===== config.mk =====
export PLATFORM = sky130hd
export DESIGN_NAME = uart_baud_ctrl
export DESIGN_NICKNAME = d
export VERILOG_FILES = /design/src/rtl/uart_baud_ctrl.sv
export SDC_FILE = /design/constraint.sdc
export NUM_CORES = 1
export LEC_CHECK = 0
export ABC_AREA = 0
export CAP_MARGIN = 20
export CELL_PAD_IN_SITES_DETAIL_PLACEMENT = 2
export CELL_PAD_IN_SITES_GLOBAL_PLACEMENT = 2
export CORE_ASPECT_RATIO = 1.75
export CORE_MARGIN = 4
export CORE_UTILIZATION = 30
export CTS_BUF_LIST = sky130_fd_sc_hd__clkbuf_4 sky130_fd_sc_hd__clkbuf_8
export DETAILED_ROUTE_END_ITERATION = 16
export HOLD_SLACK_MARGIN = 0.02
export PLACE_DENSITY = 0.75
export SYNTH_ARGS = -nofsm -noshare
export SYNTH_HDL_FRONTEND = slang
export SYNTH_SLANG_ARGS = --single-unit
export TNS_END_PERCENT = 5

===== constraint.sdc =====
create_clock -name clk -period 4.7 [get_ports clk]
set_clock_uncertainty 0.15 [all_clocks]
set_input_delay 1.41 -clock clk [delete_from_list [all_inputs] [get_ports clk]]
set_output_delay 1.41 -clock clk [all_outputs]
set_load 0.02 [all_outputs]

===== src/rtl/uart_baud_ctrl.sv =====
// uart_baud_ctrl
//  Baud tick scheduler for the UART. A free-running counter produces one oversample tick
//  every div_o clocks and one bit tick every OVSAMP oversample ticks. A new divisor from
//  the config path is held in a shadow register. It takes effect only in a cycle where
//  the RX/TX samplers report idle (busy_i low), so no frame sees a rate change mid-bit.
//  Optional feature macro: UART_AUTOBAUD_EN. When it is defined, the block adds a
//  pulse-width autobaud measurement on rx_i. When it is undefined, rx_i and ab_start_i
//  are ignored and ab_done_o is tied low.
//  OVSAMP is expected to be a power of two.
module uart_baud_ctrl #(
    parameter int unsigned CLK_RATE  = 32'd100_000_000,
    parameter int unsigned BAUD_RATE = 32'd3_000_000,
    parameter int unsigned OVSAMP    = 32'd8,
    parameter int unsigned DIV_W     = 32'd16
) (
    input  logic             clk,
    input  logic             rstn,
    input  logic             cfg_valid_i,
    input  logic [DIV_W-1:0] cfg_div_i,
    output logic             cfg_ready_o,
    input  logic             busy_i,
    output logic             ovsamp_tick_o,
    output logic             bit_tick_o,
    output logic [DIV_W-1:0] div_o,
    output logic             pending_o,
    input  logic             rx_i,
    input  logic             ab_start_i,
    output logic             ab_done_o
);

    // Reset divisor: clk cycles per oversample tick, never below 1.
    function automatic logic [DIV_W-1:0] bddiv(input int unsigned clk_rate,
                                               input int unsigned baud_rate);
        int unsigned quot;
        quot = clk_rate / (baud_rate * OVSAMP);
        if (quot == 32'd0) begin
            quot = 32'd1;
        end
        return quot[DIV_W-1:0];
    endfunction

    // A divisor of zero would stall the counter, so it is promoted to one.
    function automatic logic [DIV_W-1:0] clamp_div(input logic [DIV_W-1:0] d);
        return (d == {DIV_W{1'b0}}) ? {{(DIV_W-1){1'b0}}, 1'b1} : d;
    endfunction

    localparam int unsigned      OV_SH    = (OVSAMP > 32'd1) ? $clog2(OVSAMP) : 32'd0;
    localparam int unsigned      PH_W     = (OV_SH > 32'd0) ? OV_SH : 32'd1;
    localparam logic [DIV_W-1:0] DIV_ZERO = {DIV_W{1'b0}};
    localparam logic [DIV_W-1:0] DIV_ONE  = {{(DIV_W-1){1'b0}}, 1'b1};
    localparam logic [DIV_W-1:0] RST_DIV  = bddiv(CLK_RATE, BAUD_RATE);
    localparam logic [PH_W-1:0]  PH_ZERO  = {PH_W{1'b0}};
    localparam logic [PH_W-1:0]  PH_ONE   = {{(PH_W-1){1'b0}}, 1'b1};
    localparam logic [PH_W-1:0]  PH_LAST  = PH_W'(OVSAMP - 32'd1);

    localparam logic [1:0] ST_RUN  = 2'd0;
    localparam logic [1:0] ST_PEND = 2'd1;
`ifdef UART_AUTOBAUD_EN
    localparam logic [1:0] ST_AB_WAIT = 2'd2;
    localparam logic [1:0] ST_AB_MEAS = 2'd3;

    localparam int unsigned       MEAS_W   = DIV_W + 32'd3;
    localparam logic [MEAS_W-1:0] MEAS_ONE = {{(MEAS_W-1){1'b0}}, 1'b1};
    localparam logic [MEAS_W-1:0] MEAS_MAX = {MEAS_W{1'b1}};
`endif

    logic [1:0]       state_q, state_d;
    logic [DIV_W-1:0] div_q, div_d;
    logic [DIV_W-1:0] shadow_q, shadow_d;
    logic [DIV_W-1:0] cnt_q, cnt_d;
    logic [PH_W-1:0]  phase_q, phase_d;

    logic             cnt_last_s;
    logic             apply_s;
    logic [DIV_W-1:0] apply_div_s;
    logic             ovsamp_tick_s;

`ifdef UART_AUTOBAUD_EN
    logic              rx_q;
    logic [MEAS_W-1:0] meas_q, meas_d;
    logic              ab_done_q, ab_done_d;
    logic [MEAS_W-1:0] meas_shift_s;
    logic [DIV_W-1:0]  ab_div_s;

    assign meas_shift_s = meas_q >> OV_SH;
    assign ab_div_s     = clamp_div(meas_shift_s[DIV_W-1:0]);
`else
    logic unused_s;
    assign unused_s = ^{rx_i, ab_start_i};
`endif

    // Last count of the oversample period; >= guards against any out-of-range count.
    assign cnt_last_s    = (cnt_q >= (div_q - DIV_ONE));
    // The cycle that loads a new divisor restarts the period and emits no tick.
    assign ovsamp_tick_s = cnt_last_s & ~apply_s;

    // Decide whether this cycle loads a new divisor, and from which source.
    always_comb begin
        apply_s     = 1'b0;
        apply_div_s = div_q;
        if ((state_q == ST_PEND) && !busy_i) begin
            apply_s     = 1'b1;
            apply_div_s = shadow_q;
        end
`ifdef UART_AUTOBAUD_EN
        else if ((state_q == ST_AB_MEAS) && rx_i) begin
            apply_s     = 1'b1;
            apply_div_s = ab_div_s;
        end
`endif
        else begin
            apply_s     = 1'b0;
            apply_div_s = div_q;
        end
    end

    // Next divisor, cycle counter and oversample phase.
    always_comb begin
        div_d   = div_q;
        cnt_d   = cnt_q;
        phase_d = phase_q;
        if (apply_s) begin
            div_d   = apply_div_s;
            cnt_d   = DIV_ZERO;
            phase_d = PH_ZERO;
        end else begin
            div_d = div_q;
            if (cnt_last_s) begin
                cnt_d = DIV_ZERO;
            end else begin
                cnt_d = cnt_q + DIV_ONE;
            end
            if (ovsamp_tick_s) begin
                phase_d = (phase_q == PH_LAST) ? PH_ZERO : (phase_q + PH_ONE);
            end else begin
                phase_d = phase_q;
            end
        end
    end

    // Control FSM: config handshake, idle-gated switch and optional autobaud.
    always_comb begin
        state_d  = state_q;
        shadow_d = shadow_q;
`ifdef UART_AUTOBAUD_EN
        meas_d    = meas_q;
        ab_done_d = 1'b0;
`endif
        case (state_q)
            ST_RUN: begin
                if (cfg_valid_i) begin
                    shadow_d = clamp_div(cfg_div_i);
                    state_d  = ST_PEND;
                end
`ifdef UART_AUTOBAUD_EN
                else if (ab_start_i) begin
                    state_d = ST_AB_WAIT;
                end
`endif
                else begin
                    state_d = ST_RUN;
                end
            end
            ST_PEND: begin
                if (!busy_i) begin
                    state_d = ST_RUN;
                end else begin
                    state_d = ST_PEND;
                end
            end
`ifdef UART_AUTOBAUD_EN
            ST_AB_WAIT: begin
                if (rx_q && !rx_i) begin
                    meas_d  = MEAS_ONE;
                    state_d = ST_AB_MEAS;
                end else begin
                    state_d = ST_AB_WAIT;
                end
            end
            ST_AB_MEAS: begin
                if (rx_i) begin
                    ab_done_d = 1'b1;
                    state_d   = ST_RUN;
                end else begin
                    meas_d  = (meas_q == MEAS_MAX) ? MEAS_MAX : (meas_q + MEAS_ONE);
                    state_d = ST_AB_MEAS;
                end
            end
`endif
            default: begin
                state_d = ST_RUN;
            end
        endcase
    end

    // Core state registers; reset restores the build-time divisor and drops any request.
    always_ff @(posedge clk) begin
        if (!rstn) begin
            state_q  <= ST_RUN;
            div_q    <= RST_DIV;
            shadow_q <= DIV_ZERO;
            cnt_q    <= DIV_ZERO;
            phase_q  <= PH_ZERO;
        end else begin
            state_q  <= state_d;
            div_q    <= div_d;
            shadow_q <= shadow_d;
            cnt_q    <= cnt_d;
            phase_q  <= phase_d;
        end
    end

`ifdef UART_AUTOBAUD_EN
    // Autobaud line history (idle high), pulse-width counter and completion pulse.
    always_ff @(posedge clk) begin
        if (!rstn) begin
            rx_q      <= 1'b1;
            meas_q    <= {MEAS_W{1'b0}};
            ab_done_q <= 1'b0;
        end else begin
            rx_q      <= rx_i;
            meas_q    <= meas_d;
            ab_done_q <= ab_done_d;
        end
    end

    assign ab_done_o = ab_done_q;
`else
    assign ab_done_o = 1'b0;
`endif

    assign cfg_ready_o   = rstn & (state_q == ST_RUN);
    assign pending_o     = (state_q == ST_PEND);
    assign div_o         = div_q;
    assign ovsamp_tick_o = ovsamp_tick_s;
    assign bit_tick_o    = ovsamp_tick_s & (phase_q == PH_LAST);

endmodule


==> summary.md, run 1 <==
| Metric | Value |
|---|---|
| VDD IR-drop max | around 0.00014 V |
| Vias post-DR | 2475 |
| CTS H-Tree Depth | 2 |
| DR WL/cell | 15.17 um |
| GPL Wtd Cong | 0.7300 |
| Number of flops mapped to enable cells by yosys | 0 |
| Synth Warn # | 0 |
| R2r setup slk | 0.84 ns |
| Rows | 45 |
| Final WL | 7767 um |
| Worst-path clk slew | about 0.09 ns |
| Max Fclk | 0.2010 GHz |
| Die ar. | 10770 um2 |
| Setup crit start kind | flip-flop |
| Slew Viols, Final | 0 |
| Most common cell in the synthesized netlist | nand2_1 |
| Final nets | 436 |
| Root Driver | clkbuf_8 |
| I/O pin count | 43 |
| Critical path launch point | div_o[0] |
| WP data arrival | 3.41 ns |
| Critical path's top delay family | simple AND/OR/NAND/NOR gates |
| Place WS | -0.5522 ns |
| Buf/Inv on CP | 2 |
| Post-Syn Nets | about 360 |
| Reg2Reg Depth | 12 |
| Critical path capture point type | primary output |
| WP data required | about 3.1 ns |
| R2R Path Start | div_o[0] |
| Post-synth top cells | nand2_1 (73), dfxtp_1 (52), a21boi_0 (30) |
| Worst setup margin | -0.2746 ns |
| Syn Std Cell Area | ~2700 um2 |
| Post-synthesis cell type count | 38 |
| Share of the synthesized area in the top cell type | 0.3806 |
| Max incr delay on CP | 0.56 ns |
| CTS tree | built |
| Final min period | 4.975 ns |
| Reg2Reg Capture Point | cnt_q[6] |
| Clock Tree Buf Depth | 2 |
| DR vias/cell | 4.834 |
| Syn-to-layout area delta | 36.00% |
| Clock Latency Late Sink | 0.31 ns |
| Yosys top cell by area | dfxtp_1 |
| Worst rel slew slack | 0.6191 |
| Crit Path Max Fanout | 3 |
| Crit path capture | bit_tick_o |
| Initial antenna violation count | 0 |
| RSZ-0062 raised after global routing | true |
| Main flop type after synthesis | dfxtp_1 |
| Crit. path cell count | 13 |
| Register area share after synthesis | 0.3806 |
| First-pass GRT wire length | roughly 13000 um |
| CP Cell Sequence | or4_4 -> nor4_4 -> nand2_2 -> nor3_2 -> xnor2_1 -> ha_1 -> nand4_1 -> buf_4 -> a311o_1 -> o31a_1 -> a21oi_4 -> and2_2 -> buf_6 |
| GRT Total Usage | 0.1537 |
| DR pass1 iterations | 4 |
| Avg Cell Area, Syn | approximately 8.6 um2 |
| Pwr per Cell Area | 259.8 nW/um2 |
| TNS Setup | -0.5054 ns |
| Failing checks | negative setup slack |
| Fillers | 1011 |
| CP max-delay cell | or4_4 |
| DP HPWL | 6220 um |
| Tcrit/Tclk final | 1.058 |
| Vias in the first global route | 2777 |
| Vert. Die Dim | 134.3 um |
| Sink Count | 52 |
| Non-Filler Instances | 512 |
| Type of the worst min-delay path | reg2reg |
| Largest cells by area after synthesis | dfxtp_1 (38%), nand2_1 (10%), ha_1 (9.1%) |
| Die W | ~80 um |
| Slew @ Worst Pin | 0.5662 ns |
| 1st-iter DRT viols | 43 |
| Synthesis-stage register bit count | 52 |
| Largest net degree at the start of global routing | 34 |
| Status | finished with violations |
| Layout cell share with drive strength beyond 1 | 0.1949 |
| Synth async-reset ratio | 0 |
| Cts bufs inserted | 5 |
| # DRC | 0 |
| Core Area | 8783 um2 |
| Setup Viol. Count Final | 2 |
| Port Buffer Count | 39 |
| Syn Inst Count | 319 |
| Max-Cap Viols | 0 |
| Setup CP Type | reg2out |
| ANT cells | 0 |
| Initial core utilization | 0.3114 |
| Endpoints failing hold | 0 |
| Antenna Violating Nets Remaining | 0 |
| Grt ovf | 0 |
| Pleak | 0.001433 uW |
| Placed Cells incl. Taps | 500 |
| Layout Utilization | 0.4235 |
==> how the worst min path moves through the flow <==
stage | from | endpoint | cells past startpoint
global route | shadow_q[2] | shadow_q[2] | 2
global placement | shadow_q[4] | shadow_q[4] | 2
detailed placement | shadow_q[1] | div_o[1] | 2
floorplan | shadow_q[0] | div_o[0] | 2
CTS | shadow_q[1] | div_o[1] | 2
finish | shadow_q[1] | div_o[1] | 2
==> through the flow <==
step                cell area (um2)  total power [uW]  hold WS, ns
floorplan                      2781             569.1       0.2878
global placement               3527             634.8       0.3014
detailed placement             3527             641.8       0.3080
CTS                            3716             983.0       0.3222
global route                   3720              1018       0.3516
finish                         3720             966.4       0.3191
==> layout make-up <==
| class | instances | area [um2] | share of cell area |
|---|---|---|---|
| clock inverter | 2 | 38.79 | 0.01043 |
| clock buffer | 6 | 82.58 | 0.02220 |
| sequential | 52 | 1042 | 0.2802 |
| inverter | 5 | 18.77 | 0.005045 |
| multi-input combinational | 249 | 1683 | 0.4524 |
| tap | 117 | 146.4 | 0.03935 |
| timing repair buffer | 81 | 708.2 | 0.1904 |
==> kinds of logic (layout without fill, tap and decap cells) <==
kind of cell | after synthesis | after routing | share of synthesized area
flops | 52 | 52 | 0.3806
compound gates | 53 | 53 | 0.1386
other cells | 1 | 1 | 0.001371
xor+xnor | 28 | 28 | 0.08966
simple gates | 147 | 147 | 0.2635
buf+inv | 18 | 94 | 0.03477
fa+ha+maj | 20 | 20 | 0.09149
==> registers in the layout, summed over array words and instances (netlist names) <==
signal and count:
shadow_q 16, state_q 1, div_o 16, phase_q 3, cnt_q 16
==> worst register-to-register path: stages (launching register included) <==
cell	delay, ns
dfxtp_2	0.33
or4_4	0.56
nor4_4	0.20
nand2_2	0.14
nor3_2	0.17
xnor2_1	0.18
ha_1	0.29
a21o_1	0.19
a21o_1	0.21
a2111o_1	0.47
or4b_1	0.53
buf_4	0.26
nor2_1	0.14
==> layer usage <==
metal / track usage / up-vias / share of wire
met5: 0 / - / 0
met1: 0.1410 / 1191 / 0.35
met4: 0.05921 / 0 / 0.022
li1: - / 1244 / -
met3: 0.02083 / 10 / 0.020
met2: 0.3196 / 30 / 0.60
==> placed cells by master (no fill, tap or decap), types with 4 or more instances in the layout <==
cell type        count
nand2_1             72
dfxtp_1             51
buf_4               42
clkdlybuf4s50_1     37
a21boi_0            30
ha_1                19
nor2_1              17
xnor2_1             14
xor2_1              14
nand3_1             10
nor2_4               8
nand4_1              7
a21oi_1              7
clkbuf_8             6
o21ai_0              5
nor4_1               5
inv_1                4
nor3_1               4
==> timing repair <==
action                                  4_1_cts  5_1_grt
hold buffers                                  0        0
pin swaps                                     8        2
buffers inserted                              4        0
endpoints found under the setup margin        2        2
resized for setup                            22        1
==> where the power goes <==
group / internal, uW / total (uW) / leakage (uW) / switching, uW
clock network: 174 / 328 / 0.0000614 / 154
logic: 83.6 / 173 / 0.000949 / 89.7
registers: 455 / 465 / 0.000423 / 10.0
total: 713 / 966 / 0.00143 / 253
Power figures use the tool's default switching activity.
==> run 2: changes to the inputs <==
- clock period: 4.7 -> 4.2 ns (I/O delays scaled with it)
==> summary.md, run 2 (synthesized netlist as in run 1, its figures left out) <==
| Metric | Value |
|---|---|
| Status | finished with violations |
| Failing checks | negative setup slack |
| Initial core utilization | 0.3114 (unchanged) |
| DR vias/cell | 4.822 (-0.25%) |
| Largest net degree at the start of global routing | 34 (unchanged) |
| Fillers | 1022 (+1.1%) |
| # DRC | 0 (unchanged) |
| Die W | 80.18 um (unchanged) |
| Worst rel slew slack | 0.6292 (+0.01008) |
| First-pass GRT wire length | 12970 um (unchanged) |
| # hold bufs at CTS | 0 (unchanged) |
| WP data required | 2.79 ns (-0.35 ns) |
| Core Area | 8783 um2 (unchanged) |
| Port Buffer Count | 39 (unchanged) |
| Critical path capture point type | primary output |
| WHS | 0.3226 ns (+0.003592 ns) |
| DR pass1 iterations | 3 (-1) |
| Multi-input logic area | 1673 um2 (-0.59%) |
| DP HPWL | 6441 um (+3.5%) |
| Worst setup margin | -0.5540 ns (-0.2794 ns) |
| Setup crit start kind | flip-flop |
| Layout cell share with drive strength beyond 1 | 0.1753 (-0.01968) |
| Vias in the first global route | 2689 (-3.2%) |
| FF/Latch Area | 1045 um2 (+0.24%) |
| Pwr per Cell Area | 280.2 nW/um2 (+7.8%) |
| Non-Filler Instances | 505 (-1.4%) |
| Max incr delay on CP | 0.55 ns (about the same) |
| Final nets | 429 (-1.6%) |
| Total power | 1018 uW (+5.3%) |
| RSZ-0062 raised after global routing | true |
| Highest-count cells in the layout ignoring fill and taps | nand2_1 (72), dfxtp_1 (49), clkdlybuf4s50_1 (37), buf_4 (35), a21boi_0 (30) |
| Worst-path clk slew | 0.10 ns (about the same) |
| Placed Cells incl. Taps | 496 (-0.80%) |
| CTS H-Tree Depth | 2 (unchanged) |
| Crit Path Max Fanout | 4 (+1) |
| Most common cell after layout, fill and taps aside | nand2_1 |
| Final min period | around 4.8 ns |
| Rows | 45 (unchanged) |
| ANT cells | 0 (unchanged) |
| R2r setup slk | 0.30 ns (-0.54 ns) |
| Slew Viols, Final | 0 (unchanged) |
| I/O pin count | 43 (unchanged) |
| CP Cell Sequence | or4_4 -> nor4_4 -> nand2_2 -> nor3_2 -> xnor2_1 -> ha_1 -> nand4_1 -> a211o_1 -> o31a_1 -> a21oi_4 -> and2_4 -> buf_6 |
| Grt ovf | 0 (unchanged) |
| Tcrit/Tclk final | 1.132 |
| Setup Viol. Count Final | 2 (unchanged) |
| Root Driver | clkbuf_8 |
| Type of the worst min-delay path | reg2reg |
| 1st-iter DRT viols | 47 (+9.3%) |
| Vert. Die Dim | 134.3 um (unchanged) |
| Final WL | 7643 um (-1.6%) |
| Die ar. | 10770 um2 (unchanged) |
| Clock Tree Buf Depth | 2 (unchanged) |
| Max-Cap Viols | 0 (unchanged) |
| Sink Count | 52 (unchanged) |
| Endpoints failing hold | 0 (unchanged) |
| Initial antenna violation count | 0 (unchanged) |
| CP max-delay cell | or4_4 |
| Max Fclk | 0.2103 GHz |
| Place WS | -0.7582 ns (-0.2060 ns) |
| VDD IR-drop max | 0.0002362 V (+66%) |
| Slew @ Worst Pin | 0.5563 ns (-0.009895 ns) |
| GPL Wtd Cong | 0.7254 (-0.63%) |
| Setup CP Type | reg2out |
| Syn-to-layout area delta | 32.80% |
| DR WL/cell | 15.13 um (-0.23%) |
| TNS Setup | -1.075 ns (-0.5697 ns) |
| Critical path's top delay family | simple AND/OR/NAND/NOR gates |
| Vias post-DR | 2435 (-1.6%) |
| Pleak | 0.001386 uW (-3.3%) |
| Cts bufs inserted | 5 (unchanged) |
| Antenna Violating Nets Remaining | 0 (unchanged) |
| CTS tree | built |
| WP data arrival | 3.34 ns (-0.07 ns) |
| Clock Latency Late Sink | 0.32 ns (about the same) |
| GRT Total Usage | 0.1539 (about the same) |
| Buf/Inv on CP | 1 (-1) |
run 2: power by group:
group	internal [uW]	switching [uW]
Clock	129	180
Combinational	88.7	98.2
Sequential	510	11.9
Total	727	290
run 2: through the flow:
step | util | area [um2]
final | 0.4135 | 3632
after detailed placement | 0.3997 | 3511
after global routing | 0.4135 | 3632
after global placement | 0.3997 | 3511
after CTS | 0.4121 | 3620
after floorplan | - | 2795
run 2: cell type report:
type / instances / share of cell area
Clock buffer: 6 / 0.02101
Clock inverter: 2 / 0.004823
Inverter: 5 / 0.005167
Multi-Input combinational cell: 249 / 0.4606
Sequential cell: 52 / 0.2876
Tap cell: 117 / 0.04030
Timing Repair Buffer: 74 / 0.1805
run 2: layer usage:
metal | part of all wire | routed length [um] | track usage
met5 | 0 | 0 | 0
met1 | 0.35 | 2691 | 0.1493
met3 | 0.021 | 157 | 0.02285
met4 | 0.023 | 174 | 0.05639
met2 | 0.60 | 4620 | 0.3109
run 2: path summary, 6_finish.rpt:
kind	from	endpoint	cells past startpoint
worst max-delay path	div_o[0]	bit_tick_o	12
worst min-delay path	shadow_q[2]	div_o[2]	2
worst max register to register	div_o[0]	cnt_q[15]	12
worst min register to register	shadow_q[2]	div_o[2]	2
run 2: worst register-to-register path: cells and delay by family (launching register included):
kind | cells | cell delay (ns)
buffers and inverters | 1 | 0.26
AND/OR/NAND/NOR | 6 | 1.75
flip-flops | 1 | 0.35
AO/OA/AOI/OAI | 3 | 0.89
adder cells (fa/ha/maj) | 1 | 0.28
XOR/XNOR | 1 | 0.15
run 2: repair_timing:
action | 4_1_cts | 5_1_grt
pin swaps | 3 | 0
setup endpoints to repair | 2 | 2
setup buffers | 1 | 0
resized for setup | 13 | 2
